<file path="config.mk">
export PLATFORM = sky130hd
export DESIGN_NAME = fetch_ctrl
export DESIGN_NICKNAME = d
export VERILOG_FILES = /design/src/rtl/fetch_ctrl_pkg.sv /design/src/rtl/fetch_ctrl_next_pc_sel.sv /design/src/rtl/fetch_ctrl.sv
export SDC_FILE = /design/constraint.sdc
export NUM_CORES = 1
export LEC_CHECK = 0
export BUFFER_PORTS_ARGS = -buffer_cell sky130_fd_sc_hd__buf_4
export CAP_MARGIN = 20
export CORE_ASPECT_RATIO = 0.6
export CORE_MARGIN = 8
export CORE_UTILIZATION = 44
export CTS_CLUSTER_DIAMETER = 150
export DETAILED_ROUTE_END_ITERATION = 12
export PLACE_DENSITY = 0.76
export RECOVER_POWER = 50
export SLEW_MARGIN = 20
export SYNTH_ARGS = -nofsm -noshare
export SYNTH_HDL_FRONTEND = slang
export SYNTH_SLANG_ARGS = --single-unit
</file>
<file path="constraint.sdc">
create_clock -name CLK -period 2.2 [get_ports CLK]
set_input_delay 0.44 -clock CLK [delete_from_list [all_inputs] [get_ports CLK]]
set_output_delay 0.44 -clock CLK [all_outputs]
set_load 0.02 [all_outputs]
</file>
<file path="src/rtl/fetch_ctrl_pkg.sv">
// Shared constants, state/action encodings and helpers for the fetch stage.
package fetch_ctrl_pkg;

    localparam logic [31:0] RESET_PC_DEF  = 32'h0000_0000;
    localparam int          IMEM_SIZE_DEF = 64;

    typedef enum logic [1:0] {
        ST_RUN   = 2'd0,
        ST_FLUSH = 2'd1,
        ST_HALT  = 2'd2,
        ST_FAULT = 2'd3
    } state_e;

    typedef enum logic [2:0] {
        ACT_IDLE,
        ACT_FETCH,
        ACT_STALL,
        ACT_REDIRECT,
        ACT_HALT,
        ACT_RESUME,
        ACT_FAULT
    } act_e;

    function automatic logic [31:0] sat_inc(input logic [31:0] v);
        return (v == 32'hFFFF_FFFF) ? v : v + 32'd1;
    endfunction

endpackage

</file>
<file path="src/rtl/fetch_ctrl_next_pc_sel.sv">
// Next-PC selection and fault detection for the fetch stage.
// Picks one action per edge by priority: fault, redirect, halt, stall, fetch.
module next_pc_sel
    import fetch_ctrl_pkg::*;
#(
    parameter int IMEM_SIZE = IMEM_SIZE_DEF
) (
    input  logic [31:0] pc,
    input  logic [1:0]  state,
    input  logic        redirect_valid,
    input  logic [31:0] redirect_pc,
    input  logic        stall,
    input  logic        halt_req,
    input  logic        resume,
    output logic [31:0] pc_next,
    output logic [31:0] pc_inc,
    output logic [2:0]  act
);

    localparam logic [32:0] PC_LIMIT = 33'(IMEM_SIZE) << 2;

    logic pc_oor;
    act_e act_d;

    assign pc_inc = pc + 32'd4;
    assign pc_oor = ({1'b0, pc} >= PC_LIMIT);
    assign act    = act_d;

    always_comb begin
        act_d   = ACT_IDLE;
        pc_next = pc;
        unique case (state_e'(state))
            ST_RUN, ST_FLUSH: begin
                if (pc_oor) begin
                    act_d = ACT_FAULT;
                end else if (redirect_valid) begin
                    if (redirect_pc[1:0] != 2'b00) begin
                        act_d = ACT_FAULT;
                    end else begin
                        act_d   = ACT_REDIRECT;
                        pc_next = redirect_pc;
                    end
                end else if (halt_req) begin
                    act_d = ACT_HALT;
                end else if (stall) begin
                    act_d = ACT_STALL;
                end else begin
                    act_d   = ACT_FETCH;
                    pc_next = pc_inc;
                end
            end
            ST_HALT: begin
                // resume outranks halt_req; everything else is ignored here
                if (resume) begin
                    act_d = ACT_RESUME;
                end
            end
            ST_FAULT: begin
                act_d = ACT_IDLE;
            end
        endcase
    end

endmodule

</file>
<file path="src/rtl/fetch_ctrl.sv">
// Instruction fetch controller: PC register, RUN/FLUSH/HALT/FAULT FSM,
// IF/ID instruction register and saturating delivered-instruction counter.
module fetch_ctrl
    import fetch_ctrl_pkg::*;
#(
    parameter logic [31:0] RESET_PC  = RESET_PC_DEF,
    parameter int          IMEM_SIZE = IMEM_SIZE_DEF
) (
    input  logic        CLK,
    input  logic        RST,
    input  logic        redirect_valid,
    input  logic [31:0] redirect_pc,
    input  logic        stall,
    input  logic        halt_req,
    input  logic        resume,
    input  logic [31:0] imem_rdata,
    output logic [31:0] imem_addr,
    output logic [31:0] Ins,
    output logic [31:0] nextPC,
    output logic        ins_valid,
    output logic [1:0]  state,
    output logic [31:0] fetch_count
);

    state_e      state_q, state_d;
    logic [31:0] pc_q, pc_d;
    logic [31:0] ins_q, ins_d;
    logic [31:0] npc_q, npc_d;
    logic        vld_q, vld_d;
    logic [31:0] cnt_q, cnt_d;

    logic [31:0] pc_next;
    logic [31:0] pc_inc;
    logic [2:0]  act_raw;
    act_e        act;

    assign act = act_e'(act_raw);

    next_pc_sel #(
        .IMEM_SIZE (IMEM_SIZE)
    ) u_next_pc_sel (
        .pc             (pc_q),
        .state          (state_q),
        .redirect_valid (redirect_valid),
        .redirect_pc    (redirect_pc),
        .stall          (stall),
        .halt_req       (halt_req),
        .resume         (resume),
        .pc_next        (pc_next),
        .pc_inc         (pc_inc),
        .act            (act_raw)
    );

    always_comb begin
        state_d = state_q;
        pc_d    = pc_q;
        ins_d   = ins_q;
        npc_d   = npc_q;
        vld_d   = vld_q;
        cnt_d   = cnt_q;
        unique case (act)
            ACT_FETCH: begin
                ins_d   = imem_rdata;
                npc_d   = pc_inc;
                vld_d   = 1'b1;
                pc_d    = pc_next;
                state_d = ST_RUN;
                cnt_d   = sat_inc(cnt_q);
            end
            ACT_REDIRECT: begin
                pc_d    = pc_next;
                ins_d   = '0;
                vld_d   = 1'b0;
                state_d = ST_FLUSH;
            end
            ACT_HALT: begin
                ins_d   = '0;
                vld_d   = 1'b0;
                state_d = ST_HALT;
            end
            ACT_FAULT: begin
                ins_d   = '0;
                vld_d   = 1'b0;
                state_d = ST_FAULT;
            end
            ACT_RESUME: begin
                state_d = ST_RUN;
            end
            ACT_STALL, ACT_IDLE: begin
                state_d = state_q;
            end
            default: begin
                state_d = state_q;
            end
        endcase
    end

    always_ff @(posedge CLK) begin
        if (RST) begin
            state_q <= ST_RUN;
            pc_q    <= RESET_PC;
            ins_q   <= '0;
            npc_q   <= '0;
            vld_q   <= 1'b0;
            cnt_q   <= '0;
        end else begin
            state_q <= state_d;
            pc_q    <= pc_d;
            ins_q   <= ins_d;
            npc_q   <= npc_d;
            vld_q   <= vld_d;
            cnt_q   <= cnt_d;
        end
    end

    assign imem_addr   = pc_q;
    assign Ins         = ins_q;
    assign nextPC      = npc_q;
    assign ins_valid   = vld_q;
    assign state       = state_q;
    assign fetch_count = cnt_q;

endmodule

</file>
## After elaboration in Yosys (flattened, before gate mapping)

Index checks and enable logic that the tools add are counted.

| word-level totals | value |
|---|---|
| input port bits | 70 |
| flip-flop bits (word level) | 131 |
| word-level logic and storage cells | 47 |

| operators by class | value |
|---|---|
| equal/unequal tests | 12 |
| muxes and demuxes | 14 |
| $add $sub $neg | 2 |
| $lt $le $gt $ge | 1 |
| bitwise logic cells | 2 |
| reduce and logical (&&, ||, !) cells | 10 |

Operators by type and width:

| kind | count |
|---|---|
| $mux 32 | 4 |
| $pmux 32 s2 | 1 |
| $add 32x1->32 const B | 1 |
| $add 32x3->32 const B | 1 |
| $eq 32x32->1 const B | 1 |
| $ge 32x9->1 const B | 1 |
| $mux 3 | 5 |
| $eq 3x3->1 const B | 3 |
| $pmux 3 s3 | 1 |
| $pmux 2 s4 | 1 |
| $ne 2x2->1 const B | 3 |
| $reduce_and 6->1 | 1 |
| $reduce_or 2->1 | 3 |
| $eq 2x2->1 const B | 2 |
| $reduce_bool 2->1 | 2 |
| $reduce_bool 4->1 | 1 |
| $eq 3x1->1 const B | 1 |
| $eq 3x2->1 const B | 1 |
| $reduce_or 3->1 | 1 |
| $eq 2x1->1 const B | 1 |
| $logic_not 2->1 | 1 |
| $mux 2 | 1 |
| $not 1->1 | 2 |
| $pmux 1 s2 | 1 |
| $reduce_and 2->1 | 1 |

## Longest topological paths before layout

| logic depth | value |
|---|---|
| word-level depth | 8 |
| depth in mapped cells | 9 |
| gate-level depth less buffers | 6 |

## Hierarchy

From an unflattened synthesis, not the netlist that was laid out.

| unflattened totals | value |
|---|---|
| cell total of the unflattened synthesis | 774 |
| area total of the unflattened synthesis | 6162.2 µm² |

By module, submodules not included:

| module | cells an instance | area each (µm²) | times used | sequential area each (µm²) |
|---|---|---|---|---|
| fetch_ctrl | 595 | 4986.0 | 1 | 2622.5 |
| next_pc_sel | 179 | 1176.1 | 1 | 0.0 |

## Worst setup path after synthesis

No wires, ideal clock.

| path | value |
|---|---|
| path kind | register to register |
| from | register state_q[1] (netlist: state[1]) |
| to | register cnt_q[11] (netlist: fetch_count[11]) |
| clock period less this slack | 2.362 ns |
| required time | 2.077 ns |
| stages on the path, launching flop included | 8 |
| buffers on the path | 2 |
| setup time | 0.123 ns |
| arrival time | 2.238 ns |
| slack | -0.162 ns |
| path through | dfxtp_1 > buf_2 > or4_4 > nor3_4 > nand2_2 > buf_6 > nor4_1 > mux2_1 |

| between the ends | value |
|---|---|
| longest elaborated chain between the ends | 5 |
| elaborated cells between the ends (all ways) | 8 |
| those cells by class | eq/ne (4); mux (1); reduce/logical (3) |

RTL lines:

| what | RTL line | RTL |
|---|---|---|
| start, declared | fetch_ctrl.sv:25 | `state_e state_q, state_d;` |
| start signal, assigned | fetch_ctrl.sv:107 | `state_q <= state_d;` |
| $eq 2x1->1 / $logic_not 2->1 (equally long branches) | fetch_ctrl_next_pc_sel.sv:32 | `unique case (state_e'(state))` |
| $reduce_or 2->1 | fetch_ctrl_next_pc_sel.sv:32 |  |
| $pmux 3 s3 * | fetch_ctrl_next_pc_sel.sv:32 |  |
| $eq 3x1->1 * | fetch_ctrl.sv:61 | `unique case (act)` |
| $reduce_and 2->1 (no line) * | - |  |
| end signal, assigned | fetch_ctrl.sv:112 | `cnt_q <= cnt_d;` |
| end, declared | fetch_ctrl.sv:30 | `logic [31:0] cnt_q, cnt_d;` |

Every way passes the cells marked *; elsewhere a longest branch is shown, timed or not.
A chain may end at the register's enable or synchronous reset.

## Worst setup path after layout

| path | value |
|---|---|
| from | register pc_q[15] (netlist: imem_addr[15]) |
| to | register cnt_q[29] (netlist: fetch_count[29]) |

| between the ends | value |
|---|---|
| longest elaborated chain between the ends | 5 |

RTL lines:

| what | RTL line | RTL |
|---|---|---|
| start, declared | fetch_ctrl.sv:26 | `logic [31:0] pc_q, pc_d;` |
| start signal, assigned | fetch_ctrl.sv:108 | `pc_q <= pc_d;` |
| $ge 32x9->1 | fetch_ctrl_next_pc_sel.sv:26 | `assign pc_oor = ({1'b0, pc} >= PC_LIMIT);` |
| $mux 3 | fetch_ctrl_next_pc_sel.sv:34 | `if (pc_oor) begin` |
| $pmux 3 s3 | fetch_ctrl_next_pc_sel.sv:32 |  |
| $eq 3x1->1 | fetch_ctrl.sv:61 |  |
| $reduce_and 2->1 (no line) | - |  |

No other way between the ends.

==> summary.md <==
| Metric | Value |
|---|---|
| DRC viols | `0` |
| Drt total wl | `between 15000 and 20000 um` |
| Crit-path leading delay family | `simple AND/OR/NAND/NOR gates` |
| Final RePlAce weighted congestion | `around 0.84` |
| Synthesized cell area | `between 5000 and 6000 sq um` |
| Core ar. | `roughly 11000 sq um` |
| Top_reg_cell synth | `dfxtp_1` |
| Seq pwr share | `34.1%` |
| Clock slew at reported path FFs | `around 60 ps` |
| Critical Path Source | `imem_addr[15]` |
| Final Max Slew Viols | `0` |
| Final ANT Viol Nets | `0` |
| Net switching power | `between 2 and 3 mW` |
| Worst Slack Setup Final | `-21.7 ps` |
| CTS Buf Count | `17` |
| Worst r2r src | `imem_addr[15]` |
| WS Path Type | `flip-flop to flip-flop` |
| Clk pwr share | `34.6%` |
| Worst stage delay on the critical path | `570 ps` |
| Hold_buf cts | `0` |
| Area contributors post-synth | `dfxtp_1, a22oi_1, nor2_1` |
| DIE AREA | `between 15000 and 20000 sq um` |
| Port Buf Inserts | `200` |
| Final period util | `101%` |
| Fin crit period | `2220 ps` |
| Post-synthesis sequential area ratio | `between 50% and 60%` |
| Maximum Capacitance Violations | `0` |
| R2R cell count | `8` |
| Pleak | `2.94 nW` |
| Worst slew pin tran | `between 600 and 700 ps` |
| CTS tree | `built` |
| Hold crit path type | `primary input to flip-flop` |
| Critical-path cell list | `or4_4 -> nor3_4 -> buf_6 -> buf_4 -> buf_4 -> nand4_1 -> or4_1 -> a21oi_1` |
| Site Rows | `30` |
| Post-synth ARST share | `0%` |
| I/O pin cnt | `approximately 200` |
| N_diodes | `0` |
| R2R Setup Slk | `-20 ps` |
| Final Hold Fails | `0` |
| Global-route wire length before repair | `27300 um` |
| Syn Area/Cell | `about 9.3 sq um` |
| Clock Path Buffers | `2` |
| Fmax | `about 450 MHz` |
| Top cells by count, synth | `dfxtp_1, nor2_1, a21oi_1` |
| Pin count of the biggest net entering global routing | `42` |
| Slowest-stage cell, CP | `or4_4` |
| Drt via density | `approximately 5.6` |
| Final nets | `between 800 and 900` |
| Crit path max fanout | `3` |
| Internal power | `approximately 5.5 mW` |
| Crit path arrival time | `2550 ps` |
| Synth Register Bits | `between 100 and 150` |
| Post-DR wirelength/cell | `19.2 um` |
| Yosys top cell area share | `around half` |
| Fin util | `between 60% and 70%` |
| Slew Limit Headroom | `between 50% and 60%` |
| Initial antenna violation count | `0` |
| Die height | `between 90 and 100 um` |
| Setup TNS | `-43.2 ps` |
| GRT Resource Usage Total | `21.9%` |
| Crit. path cell count | `8` |
| Via count | `5251` |
| Crit path top cell by count | `buf_4` |
| Mapped Cells | `~540` |
| Worst setup EP type | `flip-flop` |
| Syn nets | `between 600 and 700` |
| Power Density | `between 1000 and 1500 nW/um^2` |
| Share of cells above drive strength 1 | `around 29%` |
| Die X | `about 150 um` |
| Post-DP HPWL | `12500 um` |
| Startpoint Class | `flip-flop` |
| H-tree depth | `4` |
| Critical path required time | `between 2000 and 3000 ps` |
| Initial DRC count | `398` |
| Root buf cell | `clkbuf_16` |
| Min Hold Slack | `approximately 250 ps` |
| Failing checks | `setup timing` |
| Crit path capture | `fetch_count[29]` |
| Non-Filler Instances | `roughly 930` |
| Dpl cells | `between 800 and 900` |
| Peak supply drop | `0.745 mV` |
| Distinct cells, synth | `50` |
| Initial Util | `between 40 and 50%` |
| Clk sink count | `~130` |
| Worst-Skew Late Latency | `roughly 400 ps` |
| P&R area growth vs syn | `48.7%` |
| # setup viols final | `4` |
| Worst clock skew | `~9.2 ps` |
| Synth Warn # | `0` |
| DR pass1 iterations | `5` |
| Yosys top cell by area | `dfxtp_1` |
| RSZ-0062 raised after global routing | `yes` |
| Sw frac | `33.3%` |
| Pre-CTS setup slack | `-169 ps` |
| Status | `complete, but fails checks` |
| Worst path bufs/invs | `3` |
| Total gr overflow | `0` |
| Most frequent cell after synthesis | `dfxtp_1` |
| Comb power frac | `31.3%` |
| EDFF count, synth | `0` |
| Worst r2r dst | `fetch_count[29]` |
| Vias in the first global route | `5267` |
[worst min-delay path by stage]
stage                 to         start  depth (start not counted)  slack [ps]
3_3_place_gp   nextPC[0]     nextPC[0]                          2         450
2_1_floorplan  nextPC[0]  imem_addr[0]                          2         440
3_5_place_dp   nextPC[0]     nextPC[0]                          2         450
4_1_cts         state[1]        resume                          2         230
5_1_grt         state[1]        resume                          2         230
6_report        state[1]        resume                          2         250
[worst reg2reg max path: cells and delay by family (launching register included)]
family / cells / cell delay [ps]
compound gates: 1 / 170
buf+inv: 3 / 330
flops: 1 / 320
simple gates: 4 / 1330
[final cells by class]
cell class	instances	area, sq um
multi-input combinational	358	2420
sequential	131	2630
tap	144	180
fill	975	3740
inverter	10	37.5
clock inverter	14	163
clock buffer	17	425
timing repair buffer	258	1670
[state kept, by name, summed over array words and instances, names as in the netlist]
name,flops
state,2
Ins,32
nextPC,32
imem_addr,32
ins_valid,1
fetch_count,32
[stage by stage]
stage | cell area [sq um] | total power, mW
after floorplan | 5110 | 4.14
after global placement | 6980 | 5.06
after detailed placement | 6980 | 5.11
after CTS | 7620 | 8.10
after global routing | 7520 | 8.58
final | 7520 | 8.20
[placed cells by master (no fill, tap or decap), drive strengths merged, types with 2 or more instances in the layout]
master,synthesis,routed
a211oi,2,2
a21oi,42,42
a22oi,32,32
and3,28,28
and4,2,2
buf,16,146
bufinv,0,3
clkbuf,27,129
clkinv,0,8
dfxtp,131,131
ha,3,3
inv,10,12
mux2,7,7
nand2,20,20
nand3,13,13
nand4,14,14
nand4b,3,3
nor2,64,64
nor2b,6,6
nor3,19,19
nor4,10,10
nor4b,3,3
o21a,5,5
o21ai,5,5
o221a,5,5
o22ai,16,16
o31ai,18,18
o41ai,3,3
or3,4,4
or4,21,21
xnor2,3,3
xor2,2,2
[routing by layer]
layer	vias up	track usage (%)	routed length [um]
met3	34	7.43	1340
met5	-	0	0
met1	2526	26.8	7570
li1	2492	-	-
met4	0	6.97	360
met2	199	35.9	8580
[what timing repair did]
action,4_1_cts,5_1_grt
buffers inserted,3,10
pin swaps,4,22
cloned,0,4
endpoints found under the setup margin,84,40
gates resized for setup,8,36
[power by group through the flow]
| stage | Combinational, mW | Clock [mW] | Sequential (mW) |
|---|---|---|---|
| 3_5_place_dp | 2.28 | 0 | 2.83 |
| 6_report | 2.57 | 2.84 | 2.79 |
| 3_3_place_gp | 2.24 | 0 | 2.82 |
| 4_1_cts | 2.43 | 2.89 | 2.79 |
| 2_1_floorplan | 1.09 | 0 | 3.05 |
| 5_1_grt | 2.77 | 2.99 | 2.82 |
[kinds of logic (layout without fill, tap and decap cells)]
kind of cell,count (synthesis),in the layout,share of synthesized area (%)
muxes,7,7,1.56
xor gates and xnor gates,5,5,0.865
and+or+nand+nor,210,210,22.9
AOI/OAI and AO/OA,133,133,17.6
adders and majority gates,3,3,0.742
buffers and inverters,53,299,4.52
DFF,131,131,51.8
(Power assumes the default switching activity.)
